--- src/rtl/mips_lsu_pkg.sv ---
// rtl/mips_lsu_pkg.sv - shared types for the MIPS load/store unit
package mips_pkg;

    typedef enum logic [1:0] {
        SZ_BYTE = 2'd0,
        SZ_HALF = 2'd1,
        SZ_WORD = 2'd2
    } size_e;

    typedef enum logic [2:0] {
        IDLE,
        READ,
        WRITE,
        READ2,
        WRITE2,
        RESP
    } lsu_state_e;

    typedef logic [7:0] lane_t;

endpackage

--- src/rtl/mips_lsu_if.sv ---
// rtl/mips_lsu_if.sv - request/response and byte-lane memory bus of the load/store unit
interface mips_lsu_if #(
    parameter int ADDR_W    = 32,
    parameter int NUM_LANES = 4
);
    import mips_pkg::*;

    logic                      req_valid;
    logic                      req_ready;
    logic                      req_write;
    logic [1:0]                req_size;
    logic                      req_signed;
    logic [ADDR_W-1:0]         req_addr;
    logic [8*NUM_LANES-1:0]    req_wdata;
    logic                      resp_valid;
    logic [8*NUM_LANES-1:0]    resp_rdata;
    logic                      resp_err;
    logic [ADDR_W-1:0]         mem_addr;
    lane_t [NUM_LANES-1:0]     mem_data_out;
    lane_t [NUM_LANES-1:0]     mem_data_in;
    logic                      mem_write_en;
    logic [NUM_LANES-1:0]      mem_byte_en;

    modport slave (
        input  req_valid, req_write, req_size, req_signed, req_addr, req_wdata, mem_data_out,
        output req_ready, resp_valid, resp_rdata, resp_err,
        output mem_addr, mem_data_in, mem_write_en, mem_byte_en
    );

    modport master (
        output req_valid, req_write, req_size, req_signed, req_addr, req_wdata, mem_data_out,
        input  req_ready, resp_valid, resp_rdata, resp_err,
        input  mem_addr, mem_data_in, mem_write_en, mem_byte_en
    );

endinterface

--- src/rtl/mips_lsu_lane_align.sv ---
// rtl/mips_lsu_lane_align.sv - store lane placement/byte enables and load extraction/extension
module mips_lsu_lane_align
    import mips_pkg::*;
#(
    parameter int NUM_LANES = 4,
    parameter int OFF_W     = $clog2(NUM_LANES)
) (
    input  logic [OFF_W-1:0]     off,
    input  logic [1:0]           size,
    input  logic                 is_signed,
    input  lane_t [NUM_LANES-1:0] wdata,
    input  lane_t [NUM_LANES-1:0] rd_lo,
    input  lane_t [NUM_LANES-1:0] rd_hi,
    output lane_t [NUM_LANES-1:0] st_lo,
    output lane_t [NUM_LANES-1:0] st_hi,
    output logic [NUM_LANES-1:0]  be_lo,
    output logic [NUM_LANES-1:0]  be_hi,
    output lane_t [NUM_LANES-1:0] ld_data
);

    lane_t [2*NUM_LANES-1:0] st_w;
    lane_t [2*NUM_LANES-1:0] rd_w;
    logic  [2*NUM_LANES-1:0] be_w;
    logic                    sign;
    int                      o;
    int                      n;

    // The access is viewed over a two-word window so a boundary-crossing
    // access simply spills into the upper word.
    always_comb begin
        o       = int'(off);
        n       = 32'(1) << size;
        rd_w    = {rd_hi, rd_lo};
        st_w    = '0;
        be_w    = '0;
        ld_data = '0;
        sign    = 1'b0;
        for (int i = 0; i < 2*NUM_LANES; i++) begin
            if (i >= o && i < o + n) begin
                be_w[i] = 1'b1;
                st_w[i] = wdata[OFF_W'(i - o)];
            end
        end
        for (int j = 0; j < NUM_LANES; j++) begin
            if (j < n) ld_data[j] = rd_w[(OFF_W+1)'(o + j)];
        end
        for (int j = 0; j < NUM_LANES; j++) begin
            if (j == n - 1) sign = is_signed & ld_data[j][7];
        end
        for (int j = 0; j < NUM_LANES; j++) begin
            if (j >= n) ld_data[j] = {8{sign}};
        end
    end

    assign st_lo = st_w[NUM_LANES-1:0];
    assign st_hi = st_w[2*NUM_LANES-1:NUM_LANES];
    assign be_lo = be_w[NUM_LANES-1:0];
    assign be_hi = be_w[2*NUM_LANES-1:NUM_LANES];

endmodule

--- src/rtl/mips_lsu.sv ---
// rtl/mips_lsu.sv - MIPS load/store unit FSM; MIPS_LSU_MISALIGN_SPLIT_EN splits misaligned accesses
module mips_lsu
    import mips_pkg::*;
#(
    parameter int ADDR_W      = 32,
    parameter int NUM_LANES   = 4,
    parameter int MEM_LATENCY = 1
) (
    input  logic       clk,
    input  logic       rst_b,
    mips_lsu_if.slave  bus,
    output logic       busy
);

    localparam int OFF_W = $clog2(NUM_LANES);
    localparam int CNT_W = (MEM_LATENCY > 1) ? $clog2(MEM_LATENCY) : 1;
    localparam logic [CNT_W-1:0] CNT_LAST = CNT_W'(MEM_LATENCY - 1);

    lsu_state_e            state, state_nx;
    logic [ADDR_W-1:0]     word_addr;
    logic [OFF_W-1:0]      off_q;
    logic [1:0]            size_q;
    logic                  signed_q, write_q, err_q, cross_q;
    lane_t [NUM_LANES-1:0] wdata_q, rd_lo_q, rd_hi_q;
    logic [CNT_W-1:0]      cnt;

    logic                  accept, acc_illegal, acc_err, acc_cross;
    logic [OFF_W-1:0]      acc_off;
    lane_t [NUM_LANES-1:0] st_lo, st_hi, ld_data;
    logic [NUM_LANES-1:0]  be_lo, be_hi;

    assign accept      = bus.req_valid && (state == IDLE);
    assign acc_off     = bus.req_addr[OFF_W-1:0];
    assign acc_illegal = 32'(bus.req_size) > 32'(OFF_W);

`ifdef MIPS_LSU_MISALIGN_SPLIT_EN
    assign acc_err   = acc_illegal;
    assign acc_cross = ({1'b0, acc_off} + (OFF_W+1)'(32'd1 << bus.req_size))
                       > (OFF_W+1)'(NUM_LANES);
`else
    logic acc_misal;
    assign acc_misal = |(acc_off & OFF_W'((32'd1 << bus.req_size) - 32'd1));
    assign acc_err   = acc_illegal || acc_misal;
    assign acc_cross = 1'b0;
`endif

    always_comb begin
        state_nx = state;
        case (state)
            IDLE:   if (accept) state_nx = acc_err ? RESP : (bus.req_write ? WRITE : READ);
            WRITE:  state_nx = cross_q ? WRITE2 : RESP;
            WRITE2: state_nx = RESP;
            READ:   if (cnt == CNT_LAST) state_nx = cross_q ? READ2 : RESP;
            READ2:  if (cnt == CNT_LAST) state_nx = RESP;
            RESP:   state_nx = IDLE;
            default: state_nx = IDLE;
        endcase
    end

    always_ff @(posedge clk or negedge rst_b) begin
        if (!rst_b) begin
            state     <= IDLE;
            word_addr <= '0;
            off_q     <= '0;
            size_q    <= '0;
            signed_q  <= 1'b0;
            write_q   <= 1'b0;
            err_q     <= 1'b0;
            cross_q   <= 1'b0;
            wdata_q   <= '0;
            rd_lo_q   <= '0;
            rd_hi_q   <= '0;
            cnt       <= '0;
        end else begin
            state <= state_nx;
            if (accept) begin
                word_addr <= bus.req_addr & ~ADDR_W'(NUM_LANES - 1);
                off_q     <= acc_off;
                size_q    <= bus.req_size;
                signed_q  <= bus.req_signed;
                write_q   <= bus.req_write;
                err_q     <= acc_err;
                cross_q   <= acc_cross;
                wdata_q   <= bus.req_wdata;
                rd_lo_q   <= '0;
                rd_hi_q   <= '0;
            end
            if (state_nx != state)
                cnt <= '0;
            else if (state == READ || state == READ2)
                cnt <= cnt + 1'b1;
            // Memory data is only guaranteed on the last cycle of the hold window.
            if (state == READ && cnt == CNT_LAST)  rd_lo_q <= bus.mem_data_out;
            if (state == READ2 && cnt == CNT_LAST) rd_hi_q <= bus.mem_data_out;
        end
    end

    mips_lsu_lane_align #(.NUM_LANES(NUM_LANES)) u_align (
        .off       (off_q),
        .size      (size_q),
        .is_signed (signed_q),
        .wdata     (wdata_q),
        .rd_lo     (rd_lo_q),
        .rd_hi     (rd_hi_q),
        .st_lo     (st_lo),
        .st_hi     (st_hi),
        .be_lo     (be_lo),
        .be_hi     (be_hi),
        .ld_data   (ld_data)
    );

    always_comb begin
        bus.req_ready    = (state == IDLE);
        busy             = (state != IDLE);
        bus.resp_valid   = 1'b0;
        bus.resp_err     = 1'b0;
        bus.resp_rdata   = '0;
        bus.mem_addr     = '0;
        bus.mem_data_in  = '0;
        bus.mem_write_en = 1'b0;
        bus.mem_byte_en  = '0;
        case (state)
            WRITE: begin
                bus.mem_addr     = word_addr;
                bus.mem_data_in  = st_lo;
                bus.mem_byte_en  = be_lo;
                bus.mem_write_en = 1'b1;
            end
            WRITE2: begin
                bus.mem_addr     = word_addr + ADDR_W'(NUM_LANES);
                bus.mem_data_in  = st_hi;
                bus.mem_byte_en  = be_hi;
                bus.mem_write_en = 1'b1;
            end
            READ: begin
                bus.mem_addr    = word_addr;
                bus.mem_byte_en = be_lo;
            end
            READ2: begin
                bus.mem_addr    = word_addr + ADDR_W'(NUM_LANES);
                bus.mem_byte_en = be_hi;
            end
            RESP: begin
                bus.resp_valid = 1'b1;
                bus.resp_err   = err_q;
                if (!err_q && !write_q) bus.resp_rdata = ld_data;
            end
            default: ;
        endcase
    end

endmodule

--- src/flat_wrapper.sv ---
// flat-port wrapper written by rule: the top's interface ports become plain ports
module mips_lsu_flat import mips_pkg::*;
#(
    parameter int ADDR_W      = 32,
    parameter int NUM_LANES   = 4,
    parameter int MEM_LATENCY = 1
)
  (clk, rst_b, busy, bus_req_valid, bus_req_write, bus_req_size, bus_req_signed, bus_req_addr, bus_req_wdata, bus_mem_data_out, bus_req_ready, bus_resp_valid, bus_resp_rdata, bus_resp_err, bus_mem_addr, bus_mem_data_in, bus_mem_write_en, bus_mem_byte_en);
  mips_lsu_if #(.ADDR_W(ADDR_W), .NUM_LANES(NUM_LANES)) bus_i ();
  input  logic clk;
  input  logic rst_b;
  output logic busy;
  input wire logic [$bits(bus_i.req_valid)-1:0] bus_req_valid;
  input wire logic [$bits(bus_i.req_write)-1:0] bus_req_write;
  input wire logic [$bits(bus_i.req_size)-1:0] bus_req_size;
  input wire logic [$bits(bus_i.req_signed)-1:0] bus_req_signed;
  input wire logic [$bits(bus_i.req_addr)-1:0] bus_req_addr;
  input wire logic [$bits(bus_i.req_wdata)-1:0] bus_req_wdata;
  input wire logic [$bits(bus_i.mem_data_out)-1:0] bus_mem_data_out;
  output wire logic [$bits(bus_i.req_ready)-1:0] bus_req_ready;
  output wire logic [$bits(bus_i.resp_valid)-1:0] bus_resp_valid;
  output wire logic [$bits(bus_i.resp_rdata)-1:0] bus_resp_rdata;
  output wire logic [$bits(bus_i.resp_err)-1:0] bus_resp_err;
  output wire logic [$bits(bus_i.mem_addr)-1:0] bus_mem_addr;
  output wire logic [$bits(bus_i.mem_data_in)-1:0] bus_mem_data_in;
  output wire logic [$bits(bus_i.mem_write_en)-1:0] bus_mem_write_en;
  output wire logic [$bits(bus_i.mem_byte_en)-1:0] bus_mem_byte_en;
  assign bus_i.req_valid = bus_req_valid;
  assign bus_i.req_write = bus_req_write;
  assign bus_i.req_size = bus_req_size;
  assign bus_i.req_signed = bus_req_signed;
  assign bus_i.req_addr = bus_req_addr;
  assign bus_i.req_wdata = bus_req_wdata;
  assign bus_i.mem_data_out = bus_mem_data_out;
  assign bus_req_ready = bus_i.req_ready;
  assign bus_resp_valid = bus_i.resp_valid;
  assign bus_resp_rdata = bus_i.resp_rdata;
  assign bus_resp_err = bus_i.resp_err;
  assign bus_mem_addr = bus_i.mem_addr;
  assign bus_mem_data_in = bus_i.mem_data_in;
  assign bus_mem_write_en = bus_i.mem_write_en;
  assign bus_mem_byte_en = bus_i.mem_byte_en;
  mips_lsu #(.ADDR_W(ADDR_W), .NUM_LANES(NUM_LANES), .MEM_LATENCY(MEM_LATENCY)) u_core (.clk(clk), .rst_b(rst_b), .bus(bus_i), .busy(busy));
endmodule
--- config.mk ---
export PLATFORM = sky130hd
export DESIGN_NAME = mips_lsu_flat
export DESIGN_NICKNAME = d
export VERILOG_FILES = /design/src/rtl/mips_lsu_pkg.sv /design/src/rtl/mips_lsu_if.sv /design/src/rtl/mips_lsu_lane_align.sv /design/src/rtl/mips_lsu.sv /design/src/flat_wrapper.sv
export SDC_FILE = /design/constraint.sdc
export NUM_CORES = 1
export LEC_CHECK = 0
export CAP_MARGIN = 20
export CORE_MARGIN = 8
export CORE_UTILIZATION = 39
export CTS_BUF_LIST = sky130_fd_sc_hd__clkbuf_8
export CTS_CLUSTER_SIZE = 28
export DETAILED_ROUTE_END_ITERATION = 10
export MAX_ROUTING_LAYER = met4
export PLACE_DENSITY = 0.65
export SYNTH_ARGS = -nofsm -noshare
export SYNTH_HDL_FRONTEND = slang
export SYNTH_SLANG_ARGS = --single-unit
--- constraint.sdc ---
create_clock -name clk -period 7.5 [get_ports clk]
set_input_delay 1.875 -clock clk [delete_from_list [all_inputs] [get_ports clk]]
set_output_delay 1.875 -clock clk [all_outputs]
set_load 0.01 [all_outputs]
Word level (Yosys, flattened, before mapping)

Cells that the tools add are included.

Equal/unequal tests: 9
$lt $le $gt $ge: 32
Bitwise gates (word level): 6
Mux-type cells: 81
Reduce and logical (&&, ||, !) cells: 22
$add $sub $neg: 16
Shifts and indexed selects: 2

Operators with widths:

| kind                                                | count |
|---|---|
| two-way mux 8 bit                                   | 39 |
| two-way mux 32 bit                                  | 5 |
| binary-select mux 8 bit (select 2 bit)              | 9 |
| < comparator 3 x 32 -> 1 bit, first input constant  | 4 |
| < comparator 4 x 32 -> 1 bit, first input constant  | 4 |
| one-hot mux 32 bit (2 select lines)                 | 2 |
| binary-select mux 8 bit (select 3 bit)              | 3 |
| equality test 3 x 32 -> 1 bit, first input constant | 2 |
| >= comparator 3 x 32 -> 1 bit, first input constant | 2 |
| < comparator 1 x 32 -> 1 bit, first input constant  | 2 |
| < comparator 2 x 32 -> 1 bit, first input constant  | 2 |
| < comparator 2 x 4 -> 1 bit, second input constant  | 9 |
| adder 3 x 32 -> 32 bit                              | 1 |
| adder 32 x 3 -> 32 bit, second input constant       | 1 |
| equality test 2 x 32 -> 1 bit, first input constant | 1 |
| >= comparator 1 x 32 -> 1 bit, first input constant | 1 |
| >= comparator 2 x 32 -> 1 bit, first input constant | 1 |
| logical NOT 32 bit                                  | 1 |
| left shift 1 x 2 -> 32 bit, first input constant    | 1 |
| subtractor 32 x 2 -> 32 bit, second input constant  | 1 |
| two-way mux 1 bit                                   | 17 |
| < comparator 3 x 5 -> 1 bit, second input constant  | 3 |
| OR reduction 2 bit                                  | 5 |
| two-way mux 3 bit                                   | 3 |
| 26 further kinds                                    | 49 |

Input bits: 103
Word-level logic and storage cells: 188
Flip-flop bits (word level): 137
Output and inout bits: 105

Longest topological paths before layout

Word-level depth: 12
Gate-level depth with buffers: 11
Depth with buffers taken out: 9

Cells and area by module

From an unflattened synthesis, not the netlist that was laid out.

Cell total of the unflattened synthesis: 1193
Area total of the unflattened synthesis: 10388.7 um^2

Modules (own cells, without submodules):

| module              | area an instance (um^2) | cells an instance | seq. area each (um^2) | times used |
|---|---|---|---|---|
| mips_lsu            | 7274.5                  | 916               | 3428.3                | 1 |
| mips_lsu_lane_align | 3114.2                  | 277               | 0.0                   | 1 |

Least setup slack after synthesis

OpenSTA, ideal clock, no wires.

Path type: register to output
Start point: register u_core.off_q[1]
End point: output port bus_mem_data_in[3]
Arrival: 2.415 ns
Path slack: 3.210 ns
Stages on the path, launching flop included: 9
Path buffers: 4
Cell sequence: dfrtp_1 -> buf_2 -> buf_2 -> inv_1 -> ha_1 -> buf_2 -> buf_2 -> mux4_2 -> nor2b_1

Longest elaborated chain between the ends: 6
Elaborated cells between the ends (all ways): 16

Ends and longest elaborated chain:

| item                                                           | line               | text |
|---|---|---|
| start, declared                                                | mips_lsu.sv:21     | `logic [OFF_W-1:0] off_q;` |
| start signal, assigned                                         | mips_lsu.sv:78     | `off_q <= acc_off;` |
| branches (longest 5 deep; another with adder 3 x 32 -> 32 bit) | -                  |  |
| one-hot mux 32 bit (2 select lines) (*)                        | mips_lsu.sv:122    | `case (state)` |
| end, declared                                                  | flat_wrapper.sv:25 | `output wire logic [$bits(bus_i.mem_data_in)-1:0] bus_mem_data_in;` |

Mark *: on every way between the ends. The select of a mux whose other input is x is not followed.

Worst setup path after layout

Start point: register u_core.size_q[1]
End point: output port bus_mem_data_in[11]

Longest elaborated chain between the ends: 6
Elaborated cells between the ends (all ways): 8

Ends and longest elaborated chain:

| item                                    | line                      | text |
|---|---|---|
| start, declared                         | mips_lsu.sv:22            | `logic [1:0] size_q;` |
| start signal, assigned                  | mips_lsu.sv:79            | `size_q <= bus.req_size;` |
| left shift 1 x 2 -> 32 bit (*)          | mips_lsu_lane_align.sv:32 | `n = 32'(1) << size;` |
| adder 3 x 32 -> 32 bit (*)              | mips_lsu_lane_align.sv:39 | `if (i >= o && i < o + n) begin` |
| < comparator 2 x 32 -> 1 bit            | mips_lsu_lane_align.sv:39 |  |
| logical AND 1 bit                       | mips_lsu_lane_align.sv:39 |  |
| two-way mux 8 bit                       | mips_lsu_lane_align.sv:39 |  |
| one-hot mux 32 bit (2 select lines) (*) | mips_lsu.sv:122           |  |

Mark *: on every way between the ends. The rest lies on a longest branch, timed or not.

==> impl_metrics.tcl <==
set metrics [dict create \
    drt_iter0_drc 709 \
    die_w_um 172 \
    slowest_delay_ns 0.92 \
    grt_max_degree 93 \
    cts_resized 0 \
    hold_end "u_core.write_q" \
    reg2reg_to "u_core.rd_hi_q[27]" \
    cts_tree "yes" \
    slew_violations 0 \
    vdd_drop_max_mv 0.207 \
    cp_num_buf_inv 2 \
    path_max_fanout 25 \
    fin_area_um2 12100 \
    finalHoldViolations 0 \
    io-pin-count 208 \
    cts_sinks 137 \
    setup_violations 0 \
    path_class "reg2out" \
    drc 0 \
    r2r_start "u_core.state[2]" \
    clock-skew-final_ns 0.0209 \
    synth_top_area_cell "dfrtp_1" \
    ctsHoldBuffers 0 \
    whs_path_depth 2 \
    fp.dieArea_um2 29600 \
    synth-edff-count 0 \
    cts_max_path_buffers 2 \
    avgSynthCellArea_um2 8.62 \
    reg2reg_slack_ns 4.39 \
    ys.flop_type "dfrtp_1" \
    hp-start "u_core.write_q" \
    status "finished, final reports clean" \
    drive_above_1_share_pct 11.5 \
    total_power_mw 4.92 \
    drv_cap 0 \
    postCtsSetupBuffers 0 \
    row_count 57 \
    areaGrowthSynthToFinish_pct 27.0 \
    placed_area_um2 11700 \
    grt_antenna_before_repair 0 \
    fin_hold_ws_ns 0.510 \
    synth_area_um2 9510 \
    yosysSeqAreaShare_pct 36.0 \
    grt_usage_pct 21.0 \
    final.min_clock_period_ns 6.43 \
    synth.top_cell.area_share_pct 36.0 \
    reg2regPathDepth 6 \
    start_util_pct 39.5 \
    tightestPinTransition_ns 1.01 \
    critPathSlowestCell "dfrtp_1" \
    hpwlAfterDp_mm 20.9 \
    viasPerCell 5.56 \
    post_synth_num_cell_types 61 \
    synthTopCellsByArea "dfrtp_1 36%, mux4_2 15%, nand2_1 14%" \
    die_y_um 172 \
    critPathLaunch "u_core.size_q[1]" \
    wl_mm 30.1 \
    critPathTopFamily "compound AO/OA/AOI/OAI gates" \
    dr_total_vias 8801 \
    dr.pass1.iters 5 \
    cp_cell_sequence "or2_2 -> inv_1 -> ha_1 -> ha_1 -> nand2_1 -> o21ai_1 -> a21oi_1 -> a21oi_1 -> nor4_1 -> clkdlybuf4s50_1" \
    postSynth.asyncResetShare_pct 100 \
    rsz0062_at_grt "no" \
    gp_congestion 0.828 \
    cts_max_level 4 \
    finalSetupTns_ns 0 \
    crit_arrival_ns 4.56 \
    p_per_area_nw_per_um2 407 \
    period_share_pct 85.8 \
    worst_setup_path_start_kind "register" \
    fmax_ghz 0.155 \
    clock_latency_ns 0.47 \
    nets 1354 \
    total_leakage_power_nw 4.88 \
    grt_pass1_wl_mm 47.2 \
    required_ns 5.62 \
    cp-end-kind "primary output" \
    yosys_warnings 0 \
    cp.depth 10 \
    overflow 0 \
    ys_ff_latch 137 \
    numCtsBuffers 17 \
    max_slew_margin_pct 32.7 \
    postSynthCellCount 1103 \
    core_um2 24100 \
    post-route-util_pct 50.1 \
    root_buffer "clkbuf_8" \
    first_global_vias 8421 \
    port_buffers 205 \
    wl_per_cell_um 19.1 \
    hold_class "reg2reg" \
    postRouteAntennaNets 0 \
    clkTransAtPathRegs_ns 0.09 \
]
[worst max-delay path by stage]
stage,slack (ns),end
after floorplan,3.21,bus_mem_data_in[3]
after global placement,1.76,bus_mem_data_in[24]
after detailed placement,1.66,bus_mem_data_in[26]
after CTS,1.13,bus_mem_data_in[27]
after global routing,0.75,bus_mem_data_in[27]
final,1.07,bus_mem_data_in[11]
[synthesized netlist by cell type, types with 2 or more instances]
| cell type | number |
|---|---|
| a211oi_1 | 10 |
| a21o_1 | 2 |
| a21oi_1 | 48 |
| a21oi_2 | 2 |
| a22o_1 | 3 |
| a31oi_1 | 7 |
| a32oi_1 | 9 |
| a41oi_1 | 4 |
| and2_1 | 12 |
| and3_1 | 6 |
| and4_1 | 4 |
| buf_1 | 4 |
| buf_2 | 46 |
| buf_4 | 4 |
| clkbuf_1 | 42 |
| dfrtp_1 | 137 |
| ha_1 | 7 |
| inv_1 | 14 |
| mux2_2 | 13 |
| mux2i_1 | 25 |
| mux4_2 | 63 |
| nand2_1 | 359 |
| nand2b_1 | 7 |
| nand3_1 | 18 |
| nand4_1 | 9 |
| nor2_1 | 34 |
| nor2b_1 | 22 |
| nor3_1 | 9 |
| nor3b_1 | 4 |
| nor4_1 | 10 |
| nor4_2 | 3 |
| nor4b_1 | 3 |
| o21a_1 | 5 |
| o21ai_0 | 50 |
| o21ai_1 | 55 |
| o22ai_1 | 12 |
| o31ai_1 | 4 |
| or2_2 | 3 |
| or3_1 | 2 |
| xnor2_1 | 7 |
| xor2_1 | 5 |
[metrics by stage]
| stage | setup slack [ns] | cells |
|---|---|---|
| detailed placement | 1.66 | 1549 |
| floorplan | 3.21 | 1104 |
| global route | 0.753 | 1581 |
| CTS | 1.13 | 1581 |
| finish | 1.07 | 1582 |
| global placement | 1.76 | 1549 |
[routing by layer]
layer	GRT usage (%)	part of all wire [%]	vias up
met5	-	0	-
met4	4.46	0.92	0
met3	4.61	7.5	17
li1	-	-	4171
met1	28.0	44	4304
met2	32.5	47	309
[area by class of cell]
cell class	count	area (µm²)
Inverter	15	56.3
Sequential cell	137	3430
Clock buffer	17	234
Timing Repair Buffer	217	2140
Clock inverter	15	179
Tap cell	324	405
Antenna cell	1	2.50
Multi-Input combinational cell	856	5630
Fill cell	2363	12000
[cell usage in the layout, fill, tap and decap left out, types with 17 or more instances in the layout]
cell type	count
mux4_2	63
clkbuf_8	17
a21oi_1	48
dfrtp_1	135
nand3_1	18
clkdlybuf4s50_1	204
nor2b_1	22
nand2_1	358
o21ai_1	55
o21ai_0	50
nor2_1	33
mux2i_1	25
[power by group]
part	internal (mW)	switching (mW)	leakage [nW]
logic	1.37	1.41	2.91
registers	1.03	0.451	1.76
clock network	0.284	0.363	0.212
[state kept, by name, indices dropped and copies added (netlist names)]
register          count
u_core.signed_q       1
u_core.cnt            1
u_core.size_q         2
u_core.wdata_q       32
u_core.word_addr     30
u_core.write_q        1
u_core.rd_hi_q       32
u_core.err_q          1
u_core.off_q          2
u_core.state          3
u_core.rd_lo_q       32
[logic make-up after synthesis]
group / synth area share (%)
compound gates: 13.7
xor+xnor: 1.10
fa+ha+maj: 0.921
buf+inv: 5.14
flops: 36.0
mux: 19.2
other cells: 0.0394
simple gates: 23.8
[worst min-delay path, stage by stage, from the launching register on]
cell	delay (ns)
dfrtp_1	0.36
nand2_1	0.05
nand2_1	0.06
Note: power is estimated with default switching activity, not from simulation.
